[src/rtl/mmio_uart_ctrl_if.sv]
// CPU stage-2 I/O bus plus the uart TX/RX handshakes seen by mmio_uart_ctrl.
// The master side is the CPU/uart environment; the slave side is the controller.
interface mmio_uart_ctrl_if;
  logic [31:0] addr;
  logic        rd_en;
  logic        wr_en;
  logic [31:0] wdata;
  logic        inst_retire;
  logic [31:0] rdata;
  logic [7:0]  uart_data_in;
  logic        uart_data_in_valid;
  logic        uart_data_in_ready;
  logic [7:0]  uart_data_out;
  logic        uart_data_out_valid;
  logic        uart_data_out_ready;

  modport master (
    output addr, rd_en, wr_en, wdata, inst_retire,
    output uart_data_in_ready, uart_data_out, uart_data_out_valid,
    input  rdata, uart_data_in, uart_data_in_valid, uart_data_out_ready
  );

  modport slave (
    input  addr, rd_en, wr_en, wdata, inst_retire,
    input  uart_data_in_ready, uart_data_out, uart_data_out_valid,
    output rdata, uart_data_in, uart_data_in_valid, uart_data_out_ready
  );
endinterface

[src/rtl/mmio_uart_ctrl.sv]
// Memory-mapped uart controller with RX/TX byte FIFOs and cycle/retire counters.
// Load data is registered so it arrives alongside block-RAM data in stage 3.
module mmio_uart_ctrl #(
  parameter int FIFO_DEPTH = 8
) (
  input  logic               clk,
  input  logic               rst,
  mmio_uart_ctrl_if.slave    bus
);
  localparam int AW = $clog2(FIFO_DEPTH);
  typedef logic [AW:0] ptr_t;

  localparam logic [5:0] W_STAT = 6'h00;
  localparam logic [5:0] W_RX   = 6'h01;
  localparam logic [5:0] W_TX   = 6'h02;
  localparam logic [5:0] W_CYC  = 6'h04;
  localparam logic [5:0] W_INS  = 6'h05;
  localparam logic [5:0] W_CLR  = 6'h06;

  logic [7:0]  rx_mem [FIFO_DEPTH];
  logic [7:0]  tx_mem [FIFO_DEPTH];
  ptr_t        rx_wr_q, rx_rd_q, tx_wr_q, tx_rd_q;
  logic        ovr_q, ovr_d, drop_q, drop_d;
  logic [31:0] cyc_q, ins_q, rdata_q, rdata_d;

  logic        hit, rd_act, wr_act;
  logic [5:0]  widx;
  logic        rx_full, rx_empty, tx_full, tx_empty;
  logic        rx_push, rx_pop, tx_push, tx_pop, tx_wr_hit, stat_rd, cnt_clr;
  logic        unused_bits;

  assign hit    = (bus.addr[31:28] == 4'h8);
  assign widx   = bus.addr[7:2];
  assign rd_act = hit && bus.rd_en && !bus.wr_en;
  assign wr_act = hit && bus.wr_en;
  assign unused_bits = ^{bus.addr[27:8], bus.addr[1:0], bus.wdata[31:8]};

  // Extra pointer MSB distinguishes full (MSBs differ) from empty (equal).
  assign rx_empty = (rx_wr_q == rx_rd_q);
  assign rx_full  = (rx_wr_q[AW] != rx_rd_q[AW]) && (rx_wr_q[AW-1:0] == rx_rd_q[AW-1:0]);
  assign tx_empty = (tx_wr_q == tx_rd_q);
  assign tx_full  = (tx_wr_q[AW] != tx_rd_q[AW]) && (tx_wr_q[AW-1:0] == tx_rd_q[AW-1:0]);

  assign bus.uart_data_out_ready = !rst && !rx_full;
  assign bus.uart_data_in_valid  = !tx_empty;
  assign bus.uart_data_in        = tx_empty ? 8'h00 : tx_mem[tx_rd_q[AW-1:0]];
  assign bus.rdata               = rdata_q;

  assign rx_push   = bus.uart_data_out_valid && bus.uart_data_out_ready;
  assign rx_pop    = rd_act && (widx == W_RX) && !rx_empty;
  assign tx_wr_hit = wr_act && (widx == W_TX);
  assign tx_push   = tx_wr_hit && !tx_full;
  assign tx_pop    = bus.uart_data_in_valid && bus.uart_data_in_ready;
  assign stat_rd   = rd_act && (widx == W_STAT);
  assign cnt_clr   = wr_act && (widx == W_CLR);

  // A new event in the same cycle as a status read stays visible for the next read.
  assign ovr_d  = (ovr_q && !stat_rd) || (bus.uart_data_out_valid && rx_full);
  assign drop_d = (drop_q && !stat_rd) || (tx_wr_hit && tx_full);

  always_comb begin
    rdata_d = rdata_q;
    if (bus.rd_en) begin
      rdata_d = '0;
      if (rd_act) begin
        case (widx)
          W_STAT:  rdata_d = {28'd0, drop_q, ovr_q, !rx_empty, !tx_full};
          W_RX:    rdata_d = rx_empty ? 32'd0 : {24'd0, rx_mem[rx_rd_q[AW-1:0]]};
          W_CYC:   rdata_d = cyc_q;
          W_INS:   rdata_d = ins_q;
          default: rdata_d = '0;
        endcase
      end
    end
  end

  always_ff @(posedge clk) begin
    if (rst) begin
      rx_wr_q <= '0;
      rx_rd_q <= '0;
      tx_wr_q <= '0;
      tx_rd_q <= '0;
      ovr_q   <= 1'b0;
      drop_q  <= 1'b0;
      cyc_q   <= '0;
      ins_q   <= '0;
      rdata_q <= '0;
    end else begin
      if (rx_push) rx_wr_q <= rx_wr_q + ptr_t'(1);
      if (rx_pop)  rx_rd_q <= rx_rd_q + ptr_t'(1);
      if (tx_push) tx_wr_q <= tx_wr_q + ptr_t'(1);
      if (tx_pop)  tx_rd_q <= tx_rd_q + ptr_t'(1);
      ovr_q   <= ovr_d;
      drop_q  <= drop_d;
      cyc_q   <= cnt_clr ? 32'd0 : cyc_q + 32'd1;
      ins_q   <= cnt_clr ? 32'd0 : ins_q + {31'd0, bus.inst_retire};
      rdata_q <= rdata_d;
    end
  end

  always_ff @(posedge clk) begin
    if (rx_push) rx_mem[rx_wr_q[AW-1:0]] <= bus.uart_data_out;
    if (tx_push) tx_mem[tx_wr_q[AW-1:0]] <= bus.wdata[7:0];
  end
endmodule
[src/flat_wrapper.sv]
// flat-port wrapper written by rule: the top's interface ports become plain ports
module mmio_uart_ctrl_flat 
#(
  parameter int FIFO_DEPTH = 8
)
  (clk, rst, bus_addr, bus_rd_en, bus_wr_en, bus_wdata, bus_inst_retire, bus_uart_data_in_ready, bus_uart_data_out, bus_uart_data_out_valid, bus_rdata, bus_uart_data_in, bus_uart_data_in_valid, bus_uart_data_out_ready);
  mmio_uart_ctrl_if bus_i ();
  input  logic clk;
  input  logic rst;
  input wire logic [$bits(bus_i.addr)-1:0] bus_addr;
  input wire logic [$bits(bus_i.rd_en)-1:0] bus_rd_en;
  input wire logic [$bits(bus_i.wr_en)-1:0] bus_wr_en;
  input wire logic [$bits(bus_i.wdata)-1:0] bus_wdata;
  input wire logic [$bits(bus_i.inst_retire)-1:0] bus_inst_retire;
  input wire logic [$bits(bus_i.uart_data_in_ready)-1:0] bus_uart_data_in_ready;
  input wire logic [$bits(bus_i.uart_data_out)-1:0] bus_uart_data_out;
  input wire logic [$bits(bus_i.uart_data_out_valid)-1:0] bus_uart_data_out_valid;
  output wire logic [$bits(bus_i.rdata)-1:0] bus_rdata;
  output wire logic [$bits(bus_i.uart_data_in)-1:0] bus_uart_data_in;
  output wire logic [$bits(bus_i.uart_data_in_valid)-1:0] bus_uart_data_in_valid;
  output wire logic [$bits(bus_i.uart_data_out_ready)-1:0] bus_uart_data_out_ready;
  assign bus_i.addr = bus_addr;
  assign bus_i.rd_en = bus_rd_en;
  assign bus_i.wr_en = bus_wr_en;
  assign bus_i.wdata = bus_wdata;
  assign bus_i.inst_retire = bus_inst_retire;
  assign bus_i.uart_data_in_ready = bus_uart_data_in_ready;
  assign bus_i.uart_data_out = bus_uart_data_out;
  assign bus_i.uart_data_out_valid = bus_uart_data_out_valid;
  assign bus_rdata = bus_i.rdata;
  assign bus_uart_data_in = bus_i.uart_data_in;
  assign bus_uart_data_in_valid = bus_i.uart_data_in_valid;
  assign bus_uart_data_out_ready = bus_i.uart_data_out_ready;
  mmio_uart_ctrl #(.FIFO_DEPTH(FIFO_DEPTH)) u_core (.clk(clk), .rst(rst), .bus(bus_i));
endmodule
[config.mk]
export PLATFORM = sky130hd
export DESIGN_NAME = mmio_uart_ctrl_flat
export DESIGN_NICKNAME = d
export VERILOG_FILES = /design/src/rtl/mmio_uart_ctrl_if.sv /design/src/rtl/mmio_uart_ctrl.sv /design/src/flat_wrapper.sv
export SDC_FILE = /design/constraint.sdc
export NUM_CORES = 1
export LEC_CHECK = 0
export ABC_AREA = 1
export CORE_ASPECT_RATIO = 0.6
export CORE_UTILIZATION = 55
export CTS_CLUSTER_DIAMETER = 60
export DETAILED_ROUTE_END_ITERATION = 8
export GPL_ROUTABILITY_DRIVEN = 0
export HOLD_SLACK_MARGIN = 0.06
export PLACE_DENSITY = 0.82
export SLEW_MARGIN = 20
export SYNTH_ARGS = -nofsm -noshare
export SYNTH_HDL_FRONTEND = slang
export SYNTH_SLANG_ARGS = --single-unit
export TNS_END_PERCENT = 50
[constraint.sdc]
create_clock -name clk -period 3.7 [get_ports clk]
set_input_delay 0.74 -clock clk [delete_from_list [all_inputs] [get_ports clk]]
set_output_delay 0.74 -clock clk [all_outputs]
set_load 0.1 [all_outputs]
Word level (Yosys, flattened, before mapping)
Memories as Yosys holds them, arrays and structs flattened. A register that Yosys moved wholly into a read port is not among the register bits. Cells that the tools add are included.

Register bits: 114. Memory bits (writable): 128. Input port bits: 79. Output and inout bits: 42. Word-level logic and storage cells: 70. Memories: 2.

Memories: u_core.rx_mem (depth 8, width 8, rd ports 1, clocked after memory_dff 1, write ports 1, line mmio_uart_ctrl.sv:20) `logic [7:0] rx_mem [FIFO_DEPTH];`; u_core.tx_mem (depth 8, width 8, rd ports 1, clocked after memory_dff 1, write ports 1, line mmio_uart_ctrl.sv:21) `logic [7:0] tx_mem [FIFO_DEPTH];`.

$add $sub $neg: 6. Equal/unequal tests: 12. Multiplexer cells: 12. Reduce and logical (&&, ||, !) cells: 29.

Operators by type and width (number): $pmux 32 s4 (1); $add 32x1->32 (1); $add 32x1->32 const B (1); $mux 32 (1); $eq 6x3->1 const B (3); $logic_and 1x1->1 (18); $add 4x1->4 const B (4); $mux 8 (2); $mux 3 (4); $eq 4x4->1 (2); $logic_not 1->1 (7); $eq 3x3->1 (2); $eq 6x1->1 const B (1); $eq 6x2->1 const B (1); $logic_not 6->1 (1); $eq 4x4->1 const B (1); $mux 1 (4); $logic_or 1x1->1 (2); $ne 1x1->1 (2); $reduce_or 2->1 (1).

Logic depth before layout (Yosys ltp)
Depth after elaboration: 7. Gate-level depth with buffers: 12. Gate-level depth less buffers: 11.

Worst setup path after synthesis
No wires, ideal clock.

Kind: reg-to-output. From: register u_core.tx_rd_q[0]. To: output bus_uart_data_in[0]. Arrival time: 2.873 ns. Required time: 2.960 ns. Setup slack: 0.087 ns. Cell stages (with the launch flop): 6. Buffers on the path: 0. Cell sequence: dfxtp_1 xor2_1 nor2_1 nand3b_2 o21ai_0 a31oi_1.

Word-level cells in the longest chain between the ends: 2.

RTL lines: from (decl) (line mmio_uart_ctrl.sv:22) `ptr_t rx_wr_q, rx_rd_q, tx_wr_q, tx_rd_q;`; from (signal assigned) (line mmio_uart_ctrl.sv:92) `if (tx_pop) tx_rd_q <= tx_rd_q + ptr_t'(1);`; $eq 4x4->1 (line mmio_uart_ctrl.sv:41) `assign tx_empty = (tx_wr_q == tx_rd_q);`; $mux 8 (line mmio_uart_ctrl.sv:46) `assign bus.uart_data_in = tx_empty ? 8'h00 : tx_mem[tx_rd_q[AW-1:0]];`; to (decl) (line flat_wrapper.sv:19) `output wire logic [$bits(bus_i.uart_data_in)-1:0] bus_uart_data_in;`.

Every way passes these cells.

==> impl_metrics.json <==
{
  "status": "complete, no violations",
  "clock_sinks": 248,
  "crit_fanout": 29,
  "drv_cap": 0,
  "hold_ws_ps": 464,
  "ctsHoldBuffers": 0,
  "nNetsFinal": 1417,
  "initial_core_util": 0.573,
  "r2r_end": "u_core.bus.rdata[1]",
  "p_leak_uw": 0.00437,
  "synth_mux_area_frac": 0,
  "die_h_um": 112,
  "synth_adder_area_share": 0.00789,
  "rsz0062_at_grt": "no",
  "avgSynthCellArea_sq_um": 8.87,
  "finalSetupViolCount": 0,
  "num_antenna_cells": 0,
  "firstDrtPassIters": 5,
  "startpoint_type": "register",
  "syn2layout_area_growth_pct": 16.6,
  "num_rows": 39,
  "critPathKind": "register to output port",
  "tritoncts": "built",
  "min_period_ps": 3210,
  "finClkSkew_ps": 20.9,
  "cts_max_level": 1,
  "arrival_ps": 2470,
  "die_x_um": 185,
  "grt_pass1_vias": 8608,
  "crit_end": "bus_uart_data_in[1]",
  "drc": 0,
  "drive_gt1_frac": 0.0987,
  "viasPerCell": 5.79,
  "grt_max_degree": 51,
  "synth_edf_count": 128,
  "synthFlopType": "edfxtp_1",
  "syn-cell-area_sq_um": 11100,
  "syn_inst": 1251,
  "p_per_area_nw_per_um2": 453,
  "syn_nets": 1337,
  "core_area_sq_um": 19400,
  "peakVddDrop_v": 0.000438,
  "cts.root.buffer_cell": "clkbuf_16",
  "yosys.area_share.simple": 0.234,
  "ant_nets": 0,
  "seq_area_frac_synth": 0.563,
  "cp-end-kind": "output port",
  "rrSetupSlack_ps": 1440,
  "worstPathRequired_ps": 2960,
  "port_buffers": 74,
  "synth_top_family_by_area": "simple AND/OR/NAND/NOR gates",
  "reg2regPathDepth": 11,
  "ctsResizeCount": 0,
  "max_slew_margin": 0.281,
  "yosys_warnings": 0,
  "layout_common_cells": "nand2_1 (223), nor2_1 (186), edfxtp_1 (128)",
  "grt.total_usage": 0.279,
  "worstHoldPathType": "register to register",
  "wl_per_cell_um": 17.7,
  "max_slew.worst_pin.slew_ps": 1070,
  "insertion_delay_ps": 540,
  "cts_buffers": 23,
  "finalSetupTns_ps": 0,
  "hold_violations": 0,
  "dieArea_sq_um": 20800,
  "grt_pass1_wl_um": 44900,
  "synth_xor_area_frac": 0.0197,
  "min_from": "u_core.bus.rdata[12]",
  "post-cts-setup-buffers": 0,
  "yosys.cell_types.count": 44,
  "ys_ff_latch": 248,
  "fmaxAchievable_mhz": 311,
  "final_common_cell": "nand2_1",
  "cts_buffer_depth": 3,
  "drv_slew": 0,
  "timing.final.crit_share": 0.868,
  "clkTransAtPathRegs_ps": 70,
  "synth_compound_area_frac": 0.116,
  "grt_remaining_overflow": 0,
  "drt_iter0_drc": 1114,
  "io_pins": 121,
  "antenna_found_initial": 0,
  "vias": 9348,
  "synthArstFlopShare": 0,
  "drt_wl_total_um": 28500,
  "hpwl_um": 19800
}
## kinds of logic after synthesis
group,after synthesis
fa+ha+maj,7
buf+inv,169
simple gates,565
xor+xnor,25
flops,248
compound gates,237
## layer usage
layer / routed length [um] / global-route usage
met1: 13100 / 0.443
met2: 11700 / 0.398
met3: 3300 / 0.0522
met4: 403 / 0.0457
met5: 0 / 0
## worst min path at each step
stage	to	slack (ps)	cells past startpoint
6_report	u_core.bus.rdata[12]	460	2
5_1_grt	u_core.bus.rdata[10]	480	2
4_1_cts	u_core.bus.rdata[12]	470	2
3_5_place_dp	u_core.bus.rdata[12]	460	2
3_3_place_gp	u_core.ins_q[31]	450	2
2_1_floorplan	u_core.cyc_q[31]	440	2
## state kept, by name (all words and copies together), names as in the netlist, named ones only
name,cells
u_core.rx_wr_q,4
u_core.cyc_q,32
u_core.tx_wr_q,4
u_core.rx_rd_q,4
u_core.bus.rdata,32
u_core.tx_mem,64
u_core.tx_rd_q,4
u_core.rx_mem,64
u_core.ovr_q,1
u_core.drop_q,1
u_core.ins_q,32
## cell type report
type	count	area, sq um
clock buffer	25	614
clock inverter	17	191
fill	1509	6430
inverter	125	469
multi-input combinational	834	4190
sequential	248	6250
tap	266	333
timing repair buffer	99	898
## synth_stat cells (3+ instances only)
master / instances / area share
a21oi_1: 89 / 0.040
a22oi_1: 4 / 0.0027
a31oi_1: 9 / 0.0051
buf_2: 14 / 0.0063
clkbuf_1: 24 / 0.0081
dfxtp_1: 120 / 0.22
edfxtp_1: 128 / 0.35
ha_1: 7 / 0.0079
inv_1: 115 / 0.039
inv_2: 10 / 0.0034
nand2_1: 224 / 0.076
nand2_2: 8 / 0.0045
nand3_1: 41 / 0.018
nand3_2: 5 / 0.0045
nand4_1: 21 / 0.012
nor2_1: 186 / 0.063
nor2_2: 6 / 0.0034
nor2_4: 9 / 0.0091
nor3_1: 32 / 0.014
nor3_2: 4 / 0.0036
nor3_4: 4 / 0.0059
nor3b_1: 3 / 0.0020
nor3b_2: 5 / 0.0056
nor4_1: 6 / 0.0034
o211ai_1: 7 / 0.0047
o21ai_0: 85 / 0.038
o21ai_1: 5 / 0.0023
o221ai_1: 4 / 0.0032
o22ai_1: 31 / 0.017
xnor2_1: 8 / 0.0063
xor2_1: 17 / 0.013
## critical path: stages, from the launching register on
cell and delay, ps:
dfxtp_1 320, inv_1 590, o21ai_0 190, o22ai_1 180, o21ai_0 100, a31oi_1 230
buf_4 330
## stage by stage
step                worst slack (ps)  total power (uW)   util  cells  area (sq um)
floorplan                       87.0              3250      -   1251         11100
global placement                 688              3390  0.626   1572         12100
detailed placement               676              3400  0.626   1572         12100
CTS                              473              5860  0.668   1614         12900
global route                     289              5990  0.668   1614         12900
finish                           487              5860  0.668   1614         12900
## power breakdown
part           switching (uW)  total, uW  internal [uW]
sequential               17.5       2920           2910
clock                    1080       2520           1430
combinational             306        419            113
total                    1410       5860           4450
Note: power is estimated with default switching activity, not from simulation.
